## config.mk

```make
export PLATFORM = sky130hd
export DESIGN_NAME = if_fetch_queue
export DESIGN_NICKNAME = d
export VERILOG_FILES = /design/src/rtl/if_fetch_queue_pkg.sv /design/src/rtl/if_queue_mem.sv /design/src/rtl/if_fetch_queue.sv
export SDC_FILE = /design/constraint.sdc
export NUM_CORES = 1
export LEC_CHECK = 0
export ABC_AREA = 0
export CAP_MARGIN = 15
export CORE_MARGIN = 5
export CORE_UTILIZATION = 40
export DETAILED_ROUTE_END_ITERATION = 10
export GPL_ROUTABILITY_DRIVEN = 0
export PLACE_DENSITY = 0.7
export SETUP_SLACK_MARGIN = 0.4
export SLEW_MARGIN = 25
export SYNTH_ARGS = -nofsm -noshare
export SYNTH_HDL_FRONTEND = slang
export SYNTH_SLANG_ARGS = --single-unit
```

## constraint.sdc

```tcl
create_clock -name clk -period 2.9 [get_ports clk]
set_input_delay 0.435 -clock clk [delete_from_list [all_inputs] [get_ports clk]]
set_output_delay 0.435 -clock clk [all_outputs]
set_load 0.1 [all_outputs]
```

## src/rtl/if_fetch_queue_pkg.sv

```systemverilog
// Shared definitions for the instruction-fetch queue.
//   RV_XLEN      default address/instruction width
//   RV_NOP       canonical RISC-V no-op (addi x0,x0,0), for decode bubbles
//   rsp_kind_e   what to do with a memory response this cycle
//   classify_rsp helper that maps rvalid/flush/drain state to rsp_kind_e
package if_fetch_queue_pkg;

  localparam int          RV_XLEN = 32;
  localparam logic [31:0] RV_NOP  = 32'h0000_0013;

  typedef enum logic [1:0] {
    RSP_NONE,  // no response this cycle
    RSP_DROP,  // response belongs to a fetch squashed by a flush
    RSP_FILL   // response completes the oldest unfilled entry
  } rsp_kind_e;

  // A response is discarded when it arrives during a flush or while older
  // squashed fetches are still draining out of memory.
  function automatic rsp_kind_e classify_rsp(input logic rvalid,
                                             input logic flush,
                                             input logic draining);
    if (!rvalid) return RSP_NONE;
    if (flush || draining) return RSP_DROP;
    return RSP_FILL;
  endfunction

endpackage

```

## src/rtl/if_queue_mem.sv

```systemverilog
// Storage for the fetch queue: DEPTH entries of {pc, instr}.
//   clk, reset            clock, synchronous active-high reset
//   alloc_en/idx/pc       write PC of a newly granted fetch
//   fill_en/idx/instr     write the returned instruction word
//   head_idx              read index (oldest entry)
//   head_pc, head_instr   asynchronous read of the head entry
module if_queue_mem
  import if_fetch_queue_pkg::*;
#(
  parameter int XLEN  = RV_XLEN,
  parameter int DEPTH = 2,
  parameter int PTR_W = $clog2(DEPTH)
) (
  input  logic             clk,
  input  logic             reset,
  input  logic             alloc_en,
  input  logic [PTR_W-1:0] alloc_idx,
  input  logic [XLEN-1:0]  alloc_pc,
  input  logic             fill_en,
  input  logic [PTR_W-1:0] fill_idx,
  input  logic [XLEN-1:0]  fill_instr,
  input  logic [PTR_W-1:0] head_idx,
  output logic [XLEN-1:0]  head_pc,
  output logic [XLEN-1:0]  head_instr
);

  logic [XLEN-1:0] pc_mem    [DEPTH];
  logic [XLEN-1:0] instr_mem [DEPTH];

  // NOTE: the array is reset on purpose: it is only DEPTH flops deep and the
  // head entry drives id_pc/id_instr, which must read zero after reset.
  // NOTE: sequential state uses non-blocking assignments so every flop
  // samples pre-edge values regardless of process ordering.
  always_ff @(posedge clk) begin
    if (reset) begin
      for (int i = 0; i < DEPTH; i++) begin
        pc_mem[i]    <= '0;
        instr_mem[i] <= '0;
      end
    end else begin
      if (alloc_en) pc_mem[alloc_idx]   <= alloc_pc;
      if (fill_en)  instr_mem[fill_idx] <= fill_instr;
    end
  end

  assign head_pc    = pc_mem[head_idx];
  assign head_instr = instr_mem[head_idx];

endmodule

```

## src/rtl/if_fetch_queue.sv

```systemverilog
// Instruction-fetch stage between the PC register and decode.
//   clk, reset          clock, synchronous active-high reset
//   pc                  current PC (PC.dataout)
//   pc_enable           advances the PC; high exactly when a fetch is granted
//   flush               redirect: squash queued entries and in-flight fetches
//   imem_req/addr/gnt   in-order request channel to instruction memory
//   imem_rvalid/rdata   in-order response channel, >=1 cycle after grant
//   id_valid/pc/instr   head entry presented to decode
//   id_ready            decode accepts the head entry
module if_fetch_queue
  import if_fetch_queue_pkg::*;
#(
  parameter int XLEN  = RV_XLEN,
  parameter int DEPTH = 2
) (
  input  logic            clk,
  input  logic            reset,
  input  logic [XLEN-1:0] pc,
  output logic            pc_enable,
  input  logic            flush,
  output logic            imem_req,
  output logic [XLEN-1:0] imem_addr,
  input  logic            imem_gnt,
  input  logic            imem_rvalid,
  input  logic [XLEN-1:0] imem_rdata,
  output logic            id_valid,
  output logic [XLEN-1:0] id_pc,
  output logic [XLEN-1:0] id_instr,
  input  logic            id_ready
);

  localparam int PTR_W = $clog2(DEPTH);
  localparam int CNT_W = $clog2(DEPTH + 1);

  logic [PTR_W-1:0] head_ptr, alloc_ptr, fill_ptr;
  logic [CNT_W-1:0] count, drop_cnt;
  logic [DEPTH-1:0] filled;
  logic [CNT_W-1:0] filled_cnt, unfilled_cnt;
  logic             grant, pop, fill_en;
  rsp_kind_e        rsp_kind;

  // NOTE: every always_comb output gets a default first so no path can
  // leave it unassigned and infer a latch.
  always_comb begin
    filled_cnt = '0;
    for (int i = 0; i < DEPTH; i++) filled_cnt = filled_cnt + CNT_W'(filled[i]);
  end

  // Fetches granted but not yet answered; on a flush these become drops.
  assign unfilled_cnt = count - filled_cnt;

  // Issue depends only on registered state, never on id_ready, so a pop in
  // this cycle does not open a slot until the next one.
  assign imem_req  = !reset && !flush && (count < CNT_W'(DEPTH)) && (drop_cnt == '0);
  assign imem_addr = pc;
  assign grant     = imem_req && imem_gnt;
  assign pc_enable = grant;

  assign id_valid = filled[head_ptr] && !flush;
  assign pop      = id_valid && id_ready;

  assign rsp_kind = classify_rsp(imem_rvalid, flush, drop_cnt != '0);
  assign fill_en  = (rsp_kind == RSP_FILL);

  always_ff @(posedge clk) begin
    if (reset) begin
      count     <= '0;
      drop_cnt  <= '0;
      filled    <= '0;
      head_ptr  <= '0;
      alloc_ptr <= '0;
      fill_ptr  <= '0;
    end else if (flush) begin
      count     <= '0;
      filled    <= '0;
      head_ptr  <= '0;
      alloc_ptr <= '0;
      fill_ptr  <= '0;
      // The response arriving now is dropped in place, so it leaves the tally.
      drop_cnt  <= drop_cnt + unfilled_cnt - CNT_W'(imem_rvalid);
    end else begin
      if (grant)   alloc_ptr <= alloc_ptr + PTR_W'(1);
      if (fill_en) fill_ptr  <= fill_ptr + PTR_W'(1);
      if (pop)     head_ptr  <= head_ptr + PTR_W'(1);
      if (rsp_kind == RSP_DROP) drop_cnt <= drop_cnt - CNT_W'(1);

      case ({grant, pop})
        2'b10:   count <= count + CNT_W'(1);
        2'b01:   count <= count - CNT_W'(1);
        default: ;
      endcase

      // Fill targets an unfilled entry and pop a filled one, so they never
      // collide; a newly allocated slot is already clear from its last pop.
      for (int i = 0; i < DEPTH; i++) begin
        if (fill_en && fill_ptr == PTR_W'(i))     filled[i] <= 1'b1;
        else if (pop && head_ptr == PTR_W'(i))    filled[i] <= 1'b0;
      end
    end
  end

  if_queue_mem #(
    .XLEN  (XLEN),
    .DEPTH (DEPTH),
    .PTR_W (PTR_W)
  ) u_mem (
    .clk        (clk),
    .reset      (reset),
    .alloc_en   (grant),
    .alloc_idx  (alloc_ptr),
    .alloc_pc   (pc),
    .fill_en    (fill_en),
    .fill_idx   (fill_ptr),
    .fill_instr (imem_rdata),
    .head_idx   (head_ptr),
    .head_pc    (id_pc),
    .head_instr (id_instr)
  );

  // A response with nothing outstanding and nothing to drain means memory
  // answered a fetch that was never granted.
  a_no_orphan_rsp: assert property (@(posedge clk) disable iff (reset)
    !(imem_rvalid && drop_cnt == '0 && unfilled_cnt == '0));

endmodule

```

* Yosys cells after proc, flatten, opt, wreduce, memory -nomap -nowiden
Memories as Yosys holds them, arrays and structs flattened. A register that Yosys moved wholly into a read port is not among the register bits.
Cells that the tools add are included.
** Operators by class
- $add $sub $neg :: 10
- $mul :: 0
- Div/mod/pow operators :: 0
- Order comparisons :: 2
- Eq/ne operators :: 4
- Shifts and indexed selects :: 0
- Muxes and demuxes :: 33
- Bitwise operators :: 2
- Reductions and logical operators :: 22
** Operators with widths (count)
- $mux W32 :: 2
- $reduce_or A32 Y1 :: 2
- $mux W1 :: 24
- $mux W2 :: 6
- $logic_and A1 B1 Y1 :: 10
- $reduce_bool A2 Y1 :: 5
- $eq A2 B1 Y1 const B :: 2
- $eq A2 B2 Y1 const B :: 2
- $pmux W2 S2 :: 1
- $sub A2 B1 Y2 const B :: 2
- $add A1 B1 Y1 const B :: 3
- $add A1 B1 Y2 :: 1
- $add A2 B1 Y2 const B :: 1
- $add A2 B2 Y2 :: 1
- $logic_not A1 Y1 :: 2
- $logic_not A2 Y1 :: 1
- $lt A1 B2 Y1 const B :: 1
- $lt A2 B2 Y1 const B :: 1
- $not A1 Y1 :: 2
- $reduce_or A2 Y1 :: 1
- $sub A2 B1 Y2 :: 1
- $sub A2 B2 Y2 :: 1
- $logic_or A1 B1 Y1 :: 1
** Word-level totals
- Register bits :: 9
- Latch bits :: 0
- Memory bits (writable) :: 128
- Bits in read-only memories :: 0
- Input bits :: 70
- Output and inout port bits :: 99
- Logic and storage cells :: 82
- Memories :: 2
** Memories
- u_mem.instr_mem :: depth 2, width 32, read ports 1, clocked after memory_dff 1, wr ports 2, line if_queue_mem.sv:28 : logic [XLEN-1:0] instr_mem [DEPTH];
- u_mem.pc_mem :: depth 2, width 32, read ports 1, clocked after memory_dff 1, wr ports 2, line if_queue_mem.sv:27 : logic [XLEN-1:0] pc_mem [DEPTH];

* Logic depth before layout (Yosys ltp)
Gate-level depths: netlist (run 1).
- Depth after elaboration :: 12
- Mapped depth :: 8
- Depth with buffers taken out :: 8

* By module
From an unflattened synthesis (run 1), not the netlist that was laid out.
** Unflattened totals
- Cells, all modules :: 449
- Area total of the unflattened synthesis :: 6456.2 sq um
** By module, submodules not included
- if_queue_mem :: times used 1, cells an instance 355, area an instance 5624.1 sq um, sequential area each 3843.7 sq um
- if_fetch_queue :: times used 1, cells an instance 94, area an instance 832.0 sq um, sequential area each 180.2 sq um

* Worst setup path before layout (run 1)
No wires, ideal clock.
- Path type :: register -> output
- Start :: register drop_cnt[0]
- End :: output pc_enable
- Data arrival time :: 2.523 ns
- Data required time :: 2.465 ns
- Slack :: -0.058 ns
- Stages on the path, launching flop included :: 6
- Buffers on the path :: 0
- Cells stage by stage :: dfxtp_1 inv_1 ha_1 nor4b_4 nand2_1 inv_1
** Between the ends
- Longest elaborated chain between the ends :: 3
** RTL lines
- from (decl) :: line if_fetch_queue.sv:36 : logic [CNT_W-1:0] count, drop_cnt;
- from (signal assigned) :: line if_fetch_queue.sv:80 : drop_cnt <= drop_cnt + unfilled_cnt - CNT_W'(imem_rvalid);
- from (signal assigned) :: line if_fetch_queue.sv:85 : if (rsp_kind == RSP_DROP) drop_cnt <= drop_cnt - CNT_W'(1);
- $logic_not A2 Y1 :: line if_fetch_queue.sv:54 : assign imem_req = !reset && !flush && (count < CNT_W'(DEPTH)) && (drop_cnt == '0);
- $logic_and A1 B1 Y1 :: line if_fetch_queue.sv:54
- net imem_req :: line if_fetch_queue.sv:21 : output logic imem_req,
- $logic_and A1 B1 Y1 :: line if_fetch_queue.sv:56 : assign grant = imem_req && imem_gnt;
- to (decl) :: line if_fetch_queue.sv:19 : output logic pc_enable,
The timed path passes the listed nets, and every way through them passes these cells.

* Worst setup path after layout (run 1)
- Start :: register filled[1]
- End :: register drop_cnt[1]
** Between the ends
- Longest elaborated chain between the ends :: 5
** RTL lines
- from (decl) :: line if_fetch_queue.sv:37 : logic [DEPTH-1:0] filled;
- from (signal assigned) :: line if_fetch_queue.sv:69 : filled <= '0;
- from (signal assigned) :: line if_fetch_queue.sv:75 : filled <= '0;
- from (signal, indexed assignment) :: line if_fetch_queue.sv:96 : if (fill_en && fill_ptr == PTR_W'(i)) filled[i] <= 1'b1;
- $add A1 B1 Y2 :: line if_fetch_queue.sv:46 : for (int i = 0; i < DEPTH; i++) filled_cnt = filled_cnt + CNT_W'(filled[i]);
- $sub A2 B2 Y2 :: line if_fetch_queue.sv:50 : assign unfilled_cnt = count - filled_cnt;
- $add A2 B2 Y2 :: line if_fetch_queue.sv:80
- $sub A2 B1 Y2 :: line if_fetch_queue.sv:80
- $mux W2 :: line if_fetch_queue.sv:73 : end else if (flush) begin
Every way passes these cells.
A chain may end at the register's enable or synchronous reset.

==> metrics.cfg, run 1 <==
[timing]
slew_violations = 0
fmax_mhz = 414
holdWs_ps = 508
worstMarginPinSlew_ps = 508
tns_ps = 0
skew_ps = 8.68
rsz0062_at_grt = false
hold_viol = 0
slew_headroom_pct = 66.1
finalCriticalPeriod_ps = 2410
fin_crit_sh_pct = 83.3
final-setup-viol-count = 0

[setup_path]
path_class = flop to flop
setup.worst_path.end = drop_cnt[1]$_SDFFE_PP0P_
path_cells = ha_4 > fa_1 > fa_1 > inv_1 > ha_1 > xor2_2 > xnor2_2 > a211oi_2
cp_data_arrival_time_ps = 2750
cpMaxStageDelayCell = fa_1
start_kind = flop
worstPathRequired_ps = 3230
crit_top_cell = fa_1
reg2reg_to = drop_cnt[1]$_SDFFE_PP0P_
worst-path-max-fanout = 4
cp-end-kind = flop
rrSetupSlack_ps = 490
startpoint = filled[1]$_SDFFE_PP0P_
r2r_cells = 8
rr_startpoint = filled[1]$_SDFFE_PP0P_
slowest_delay_ps = 500

[floorplanning]
die_area_sq_um = 18800
placementRows = 46
die_w_um = 137
core_area_sq_um = 15900
die_h_um = 137
io_pins = 169
start_util_pct = 40.7

[layout]
area_growth_pct = 33.6
n_fill_cell = 1318
layout.nets = 665
regArea_sq_um = 4050
multiInputGateArea_sq_um = 2070
drive_above_1_share_pct = 39.2
final_cells = 817

[synth]
seq_area_frac_synth_pct = 62.6
synth-main-ff-cell = edfxtp_1
ys_top_cells_by_count = 128 x edfxtp_1, 125 x and2_1, 64 x mux2_2
syn_area_per_cell_sq_um = 14.5
synth_edf_count = 128
ys_warn_count = 0
async_reset_ff_share_pct = 0
yosysTopAreaCell = edfxtp_1
synth_nets = 522
synth_seq_cells = 138
netlist_area_sq_um = 6460
yosysMostFrequentCell = edfxtp_1
synth_top_area_share_pct = 59.5
synth_cell_type_count = 38
syn_inst = 444
synth_area_leaders = edfxtp_1 60%, and2_1 12%, mux2_2 11%

[grt]
grt_pass1_wl_mm = 21.5
grt.overflow.total = 0
grt_max_degree = 33
grt_pass1_vias = 4194
antenna_found_initial = 1
grt_usage_pct = 15.1

[cts]
root_buffer = clkbuf_16
cts.path.max_buffers = 2
path_clk_slew_ps = 60
clock_latency_ps = 410
cts_tree = yes
numCtsBuffers = 17
clock-sinks = 138
htreeDepth = 4

[drt]
drt_wl_total_mm = 13.9
drt-pass1-iter-count = 4
dr.first_iter.drc_count = 171
viasPerCell = 4.66
avgRoutedWirePerCell_um = 17.0
ant_nets = 0
via_count = 3805
drc_errors = 0

[place]
placed_cells = 784
io_buffers = 168
dp_hpwl_mm = 9.42

[power_and_ir_drop]
power_density_nw_per_um2 = 681
leakage_nw = 3.41
ir_worst_vdd_mv = 0.405

[status]
status = complete, no violations

[run]
cap_violations = 0

[hold_path]
hold_path_class = flop to flop
hp-start = filled[0]$_SDFFE_PP0P_

[report_power, final]
part / internal [mW] / switching, mW / leakage [nW]
logic: 0.319 / 0.880 / 1.69
registers: 2.29 / 0.0279 / 1.41
clock network: 1.57 / 0.791 / 0.312
[timing repair]
item / 4_1_cts / 5_1_grt
pin swaps: 1 / 1
endpoints found under the setup margin: 1 / 1
buffers inserted: 0 / 0
hold buffers: 0 / 0
resized for setup: 1 / 6
[cell type report]
type	instances	share of cell area, %
clock buffer	20	5.29
tap	216	3.13
inverter	8	0.392
timing repair buffer	176	17.9
multi-input combinational	246	24.0
antenna	1	0.0290
sequential	138	46.9
clock inverter	12	2.28
[placed cells by master (no fill, tap or decap), types with 4 or more instances in the layout]
cell type          n
buf_12             4
dfxtp_2            5
inv_1              5
edfxtp_1         128
a21oi_1            4
buf_4            103
bufinv_16          5
clkinvlp_4         4
clkdlybuf4s50_1   69
clkbuf_16         17
dfxtp_1            5
and2_1           125
nor2_1             4
and2_2             4
mux2_2            64
[metrics by stage]
step | util [%] | power, mW | setup WS [ps] | instance area (sq um)
after global placement | 50.0 | 3.54 | 229 | 7940
final | 54.3 | 5.87 | 486 | 8630
after detailed placement | 50.0 | 3.55 | 29.2 | 7940
after floorplan | - | 3.25 | 195 | 6500
after CTS | 54.1 | 5.92 | 419 | 8600
after global routing | 54.3 | 6.05 | 410 | 8630
[worst min path at each step]
stage / cells past startpoint / slack [ps] / endpoint
floorplan: 2 / 470 / filled[0]$_SDFFE_PP0P_
global placement: 2 / 500 / filled[0]$_SDFFE_PP0P_
detailed placement: 2 / 520 / filled[0]$_SDFFE_PP0P_
CTS: 2 / 520 / filled[0]$_SDFFE_PP0P_
global route: 2 / 530 / filled[0]$_SDFFE_PP0P_
finish: 2 / 510 / filled[0]$_SDFFE_PP0P_
[critical path: cells and delay by family, from the launching register on]
family,cells,cell delay (ps)
buf+inv,1,50
fa+ha+maj,4,1380
compound gates,1,200
xor+xnor,2,330
flops,1,380
[state kept, by name, indices dropped and copies added (netlist names), named ones only]
register,count
alloc_ptr,1
count,2
drop_cnt,2
fill_ptr,1
filled,2
head_ptr,1
u_mem.instr_mem,64
u_mem.pc_mem,64
[layer usage]
layer	wire length (um)	track usage, %	share of wire (%)	vias up
met4	321	7.10	2.3	0
met2	7700	27.5	55	92
li1	-	-	-	1821
met1	5290	16.5	38	1864
met5	0	0	0	-
met3	580	3.53	4.2	28
[logic make-up after synthesis]
family / Yosys count / synth area share (%)
mux: 65 / 11.3
buf+inv: 60 / 6.39
simple gates: 155 / 15.6
compound gates: 11 / 1.10
xor+xnor: 7 / 1.16
flops: 138 / 62.6
fa+ha+maj: 8 / 1.78
Note: power is estimated with default switching activity, not from simulation.
==> inputs of run 2 (changes only) <==
==> constraint.sdc (replaced) <==
create_clock -name clk -period 2.5 [get_ports clk]
set_input_delay 0.375 -clock clk [delete_from_list [all_inputs] [get_ports clk]]
set_output_delay 0.375 -clock clk [all_outputs]
set_load 0.1 [all_outputs]
==> run 2 against run 1 <==
Effect of this change: fmax rose by 4.7%; sequential power rose by 16%; worst setup slack got worse by 290 ps; largest cell class unchanged; first-iteration DRC count fell by 14%.
==> metrics.cfg, run 2 (same netlist as run 1, synthesis figures left out) <==
[status]
status = complete, no violations

[timing]
skew_ps = 7.31  ; -1.37 ps
final-setup-viol-count = 0  ; unchanged
worstMarginPinSlew_ps = 354  ; -154 ps
finalCriticalPeriod_ps = 2310  ; -108 ps
fmax_mhz = 433  ; +4.7%
rsz0062_at_grt = true
hold_viol = 0  ; unchanged
fin_crit_sh_pct = 92.3  ; +9.0 points
slew_headroom_pct = 76.4  ; +10 points
slew_violations = 0  ; unchanged

[setup_path]
reg2reg_to = drop_cnt[1]$_SDFFE_PP0P_
worst-path-max-fanout = 4  ; unchanged
rrSetupSlack_ps = 190  ; -290 ps
cp-end-kind = flop
cp_data_arrival_time_ps = 2620  ; -130 ps
path_class = flop to flop
start_kind = flop
rr_startpoint = filled[0]$_SDFFE_PP0P_
r2r_cells = 8  ; unchanged
worstPathRequired_ps = 2820  ; -410 ps

[hold_path]
hold_path_class = flop to flop
whs_endpoint = count[1]$_SDFFE_PP0P_
whs_path_depth = 2  ; unchanged
hp-start = count[1]$_SDFFE_PP0P_

[drt]
avgRoutedWirePerCell_um = 17.2  ; +1.4%
ant_nets = 0  ; unchanged
drt-pass1-iter-count = 4  ; unchanged
via_count = 3824  ; +0.50%
viasPerCell = 4.63  ; -0.60%
drt_wl_total_mm = 14.2  ; +2.5%
drc_errors = 0  ; unchanged
dr.first_iter.drc_count = 147  ; -14%

[layout]
drive_above_1_share_pct = 40.5  ; +1.3 points
final_cells = 826  ; +1.1%
top_regs = u_mem.instr_mem (64), u_mem.pc_mem (64)
area_growth_pct = 48.5
final_cell_mix = 128 x edfxtp_1, 125 x and2_1, 73 x buf_12
finalInstanceArea_sq_um = 9590  ; +11%
diodes = 0  ; -1
mostFrequentLayoutCell = edfxtp_1
layout.nets = 675  ; +1.5%

[cts]
cts.path.max_buffers = 2  ; unchanged
clock-sinks = 138  ; unchanged
numCtsBuffers = 17  ; unchanged
path_clk_slew_ps = 60  ; about the same
cts_tree = yes
htreeDepth = 4  ; unchanged
clock_latency_ps = 400  ; about the same
root_buffer = clkbuf_16

[power_and_ir_drop]
power_density_nw_per_um2 = 716  ; +5.1%
p_total_mw = 6.86  ; +17%
ir_worst_vdd_mv = 0.461  ; +14%
leakage_nw = 3.72  ; +9.2%

[floorplanning]
die_h_um = 137  ; unchanged
die_area_sq_um = 18800  ; unchanged
core_area_sq_um = 15900  ; unchanged
io_pins = 169  ; unchanged
start_util_pct = 40.7  ; unchanged
placementRows = 46  ; unchanged
die_w_um = 137  ; unchanged

[grt]
use_met2_pct = 28.8  ; +1.3 points
grt_util_met3_pct = 3.24  ; -0.29 points
antenna_found_initial = 0  ; -1
grt_usage_pct = 15.5  ; +0.36 points
top_usage_layer = met2
grt_max_degree = 33  ; unchanged
grt.overflow.total = 0  ; unchanged
grt_pass1_wl_mm = 21.9  ; +2.0%
grt_pass1_vias = 4235  ; +0.98%
met1_usage_pct = 16.9  ; +0.33 points

[place]
dpl_cell_area_sq_um = 8880  ; +12%
io_buffers = 168  ; unchanged
placed_cells = 789  ; +0.64%
dp_hpwl_mm = 9.47  ; +0.45%

[run]
cap_violations = 0  ; unchanged

run 2: through the flow:
| stage | util (%) | hold slack [ps] | worst slack (ps) | setup TNS, ps |
|---|---|---|---|---|
| floorplan | - | 446 | -221 | -13260 |
| detailed placement | 55.9 | 504 | -173 | -173 |
| global placement | 55.9 | 504 | -43.9 | -43.9 |
| CTS | 60.1 | 519 | 153 | 0 |
| finish | 60.4 | 520 | 193 | 0 |
| global route | 60.4 | 545 | 137 | 0 |
run 2: routing by layer:
layer	vias to the layer above	part of all wire [%]
met2	94	56
li1	1839	-
met1	1872	38
met3	19	3.8
met5	-	0
met4	0	2.1
run 2: critical path, stage by stage, from the launching register on:
cell      delay, ps
dfxtp_4         360
ha_4            260
fa_1            420
fa_1            510
inv_2            50
ha_4            150
xor2_2          150
xnor2_1         120
a211oi_1        200
run 2: worst max-delay path by stage:
stage	depth (start not counted)	endpoint	slack [ps]	startpoint
2_1_floorplan	5	u_mem.pc_mem[0][0]$_SDFFCE_PN0P_	-220	drop_cnt[0]$_SDFFE_PP0P_
3_3_place_gp	8	drop_cnt[1]$_SDFFE_PP0P_	-40	imem_rvalid
3_5_place_dp	8	drop_cnt[1]$_SDFFE_PP0P_	-170	imem_rvalid
4_1_cts	8	drop_cnt[1]$_SDFFE_PP0P_	150	filled[1]$_SDFFE_PP0P_
5_1_grt	8	drop_cnt[1]$_SDFFE_PP0P_	140	filled[0]$_SDFFE_PP0P_
6_report	8	drop_cnt[1]$_SDFFE_PP0P_	190	filled[0]$_SDFFE_PP0P_
run 2: timing repair:
action,CTS,global route
buffers inserted,1,2
pin swaps,3,3
resized for setup,6,3
cloned,1,1
hold buffers,0,0
setup endpoints to repair,7,35
run 2: report_power, final:
part,internal [mW],switching [mW],total (mW)
Sequential,2.65,0.0333,2.68
Combinational,0.577,1.06,1.64
Clock,1.64,0.901,2.54
run 2: layout make-up:
cell class | instances | area (sq um)
clock buffer | 20 | 467
clock inverter | 12 | 146
fill | 1230 | 6300
inverter | 8 | 33.8
multi-input combinational | 246 | 2080
sequential | 138 | 4060
tap | 216 | 270
timing repair buffer | 186 | 2540
==> inputs of run 3 (changes only) <==
--- a/config.mk
+++ b/config.mk
@@ -16,4 +16,5 @@
 export SLEW_MARGIN = 25
 export SYNTH_ARGS = -nofsm -noshare
 export SYNTH_HDL_FRONTEND = slang
+export SYNTH_HIERARCHICAL = 1
 export SYNTH_SLANG_ARGS = --single-unit
==> run 3 against run 2 <==
Effect of this change: sequential power is essentially flat; die area barely moved; worst setup slack improved by 29 ps; final area is 1.1% lower; sequential share of layout area increased by 0.26 points; wire length grew 3.6%; fmax is 1.3% higher; synthesized area about the same; synthesized cell count increased by 1.1%; largest power group unchanged.
==> metrics.cfg, run 3 <==
[status]
status = complete, no violations

[hold_path]
hold_path_class = flop to flop
hp-start = filled[0]$_SDFFE_PP0P_

[cts]
cts_tree = yes
cts.path.max_buffers = 2  ; unchanged
path_clk_slew_ps = 60  ; about the same
htreeDepth = 4  ; unchanged
clock-sinks = 137  ; -0.72%
numCtsBuffers = 17  ; unchanged
root_buffer = clkbuf_16
clock_latency_ps = 410  ; about the same

[synth]
ys_warn_count = 6  ; +6
yosysMostFrequentCell = edfxtp_1
seq_area_frac_synth_pct = 62.3  ; -0.30 points
synth_edf_count = 128  ; unchanged
synth_nets = 525  ; +0.57%
synth-main-ff-cell = edfxtp_1
synth_cell_type_count = 38  ; unchanged
syn_area_per_cell_sq_um = 14.4  ; -1.1%
syn_inst = 449  ; +1.1%
synth_top_area_share_pct = 59.5  ; about the same
netlist_area_sq_um = 6460  ; about the same
synth_seq_cells = 137  ; -0.72%
synth_area_leaders = edfxtp_1 60%, mux2_2 11%, and3_1 6.2%
async_reset_ff_share_pct = 0  ; unchanged
ys_top_cells_by_count = 128 x edfxtp_1, 64 x and3_1, 64 x mux2_2
yosysTopAreaCell = edfxtp_1

[drt]
wirelength_met1_mm = 5.61  ; +3.5%
met2_length_mm = 8.18  ; +2.6%
dr.max_layer_used = met4
avgRoutedWirePerCell_um = 17.9  ; +4.1%
viasPerCell = 4.90  ; +5.7%
drt-pass1-iter-count = 4  ; unchanged
drt_wl_total_mm = 14.7  ; +3.6%
ant_nets = 0  ; unchanged
wl_met3_um = 657  ; +21%
via_count = 4024  ; +5.2%
drc_errors = 0  ; unchanged
dr.first_iter.drc_count = 251  ; +71%

[timing]
rsz0062_at_grt = true
fmax_mhz = 439  ; +1.3%
tns_ps = 0  ; unchanged
finalCriticalPeriod_ps = 2280  ; -28.7 ps
slew_violations = 0  ; unchanged
layout_setup_ws_ps = 222  ; +28.7 ps
final-setup-viol-count = 0  ; unchanged
skew_ps = 6.13  ; -1.17 ps
fin_crit_sh_pct = 91.1  ; -1.1 points
holdWs_ps = 500  ; -20.1 ps
slew_headroom_pct = 69.5  ; -6.9 points
worstMarginPinSlew_ps = 458  ; +104 ps
hold_viol = 0  ; unchanged

[power_and_ir_drop]
ir_worst_vdd_mv = 0.445  ; -3.6%
leakage_nw = 3.85  ; +3.6%
p_total_mw = 6.54  ; -4.7%
power_density_nw_per_um2 = 690  ; -3.6%

[floorplanning]
die_area_sq_um = 18800  ; about the same
core_area_sq_um = 15900  ; unchanged
start_util_pct = 40.6  ; about the same
die_w_um = 137  ; about the same
die_h_um = 137  ; about the same
io_pins = 169  ; unchanged
placementRows = 46  ; unchanged

[grt]
grt.overflow.total = 0  ; unchanged
antenna_found_initial = 0  ; unchanged
grt_pass1_vias = 4242  ; +0.17%
grt_pass1_wl_mm = 22.1  ; +1.0%
grt_usage_pct = 15.6  ; +0.14 points
grt_max_degree = 37  ; +12%

[setup_path]
worst-path-max-fanout = 2  ; -2
rr_startpoint = filled[1]$_SDFFE_PP0P_
path_cells = ha_4 > fa_1 > fa_1 > inv_2 > ha_4 > xor2_1 > xnor2_1 > a211oi_1
path_class = flop to flop
cpMaxStageDelayCell = fa_1
start_kind = flop
cp_data_arrival_time_ps = 2600  ; -20 ps
slowest_delay_ps = 520  ; about the same
worstPathRequired_ps = 2820  ; about the same
startpoint = filled[1]$_SDFFE_PP0P_
cp-end-kind = flop

[layout]
area_growth_pct = 46.8
diodes = 0  ; unchanged
mostFrequentLayoutCell = edfxtp_1
final_cells = 822  ; -0.48%
final_cell_mix = 128 x edfxtp_1, 74 x buf_12, 69 x clkdlybuf4s50_1
drive_above_1_share_pct = 43.7  ; +3.2 points
layout.nets = 671  ; -0.59%
top_regs = u_mem/instr_mem (64), u_mem/pc_mem (64)

[run]
cap_violations = 0  ; unchanged

[place]
pre_cts_ws_ps = -133  ; +40.4 ps
dp_hpwl_mm = 9.88  ; +4.3%
io_buffers = 168  ; unchanged
placed_cells = 788  ; -0.13%

## run 3: cell count changes after synthesis, moves of 4 or more
| cell | change |
|---|---|
| buf_2 | -5 |
| and2_2 | +35 |
| and2_1 | -99 |
| and3_1 | +64 |
| buf_6 | -5 |
| buf_4 | +6 |
| clkbuf_1 | +11 |
| a21o_2 | +4 |
## run 3: worst paths after layout
check | end | slack, ps | cells past startpoint
worst min-delay path | filled[0]$_SDFFE_PP0P_ | 500 | 2
worst max register to register | drop_cnt[1]$_SDFFE_PP0P_ | 220 | 8
worst min register to register | filled[0]$_SDFFE_PP0P_ | 500 | 2
worst max-delay path | drop_cnt[1]$_SDFFE_PP0P_ | 220 | 8
## run 3: cells by family after synthesis
kind of cell / after synthesis / share of synthesized area, %
fa+ha+maj: 6 / 1.40
simple gates: 153 / 15.8
mux: 65 / 11.3
buf+inv: 67 / 6.47
flops: 137 / 62.3
compound gates: 15 / 1.65
xor+xnor: 6 / 1.03
## run 3: routing by layer
metal,global-route usage (%),vias up
met5,0,-
met4,6.49,0
met3,3.24,24
met2,28.6,106
met1,17.6,2006
li1,-,1888
## run 3: stage by stage
stage          area (sq um)  utilization [%]
6_report               9480             59.7
5_1_grt                9480             59.7
4_1_cts                9450             59.5
3_5_place_dp           8860             55.8
3_3_place_gp           8860             55.8
2_1_floorplan          6560                -
## run 3: cell type report
cell class / count / area (sq um)
clock inverter: 10 / 105
multi-input combinational: 246 / 2110
clock buffer: 20 / 437
inverter: 8 / 30.0
fill: 1281 / 6400
timing repair buffer: 185 / 2490
tap: 216 / 270
sequential: 137 / 4030
## run 3: timing repair
item / CTS / global route
endpoints found under the setup margin: 87 / 35
setup buffers: 2 / 1
gates resized for setup: 6 / 3
pin swaps: 4 / 2
gates cloned: 0 / 1
hold buffers: 0 / 0
## run 3: worst max-delay path, delay by kind of cell, from the launching register on
kind                       cells  cell delay (ps)
adders and majority gates      4             1360
DFF                            1              350
xor gates and xnor gates       2              260
buffers and inverters          1               50
AOI/OAI and AO/OA              1              180
## run 3: power breakdown
| group | internal [mW] | leakage, nW | switching [mW] | total, mW |
|---|---|---|---|---|
| registers | 2.63 | 1.41 | 0.0327 | 2.66 |
| clock network | 1.44 | 0.257 | 0.859 | 2.30 |
| logic | 0.550 | 2.19 | 1.03 | 1.58 |
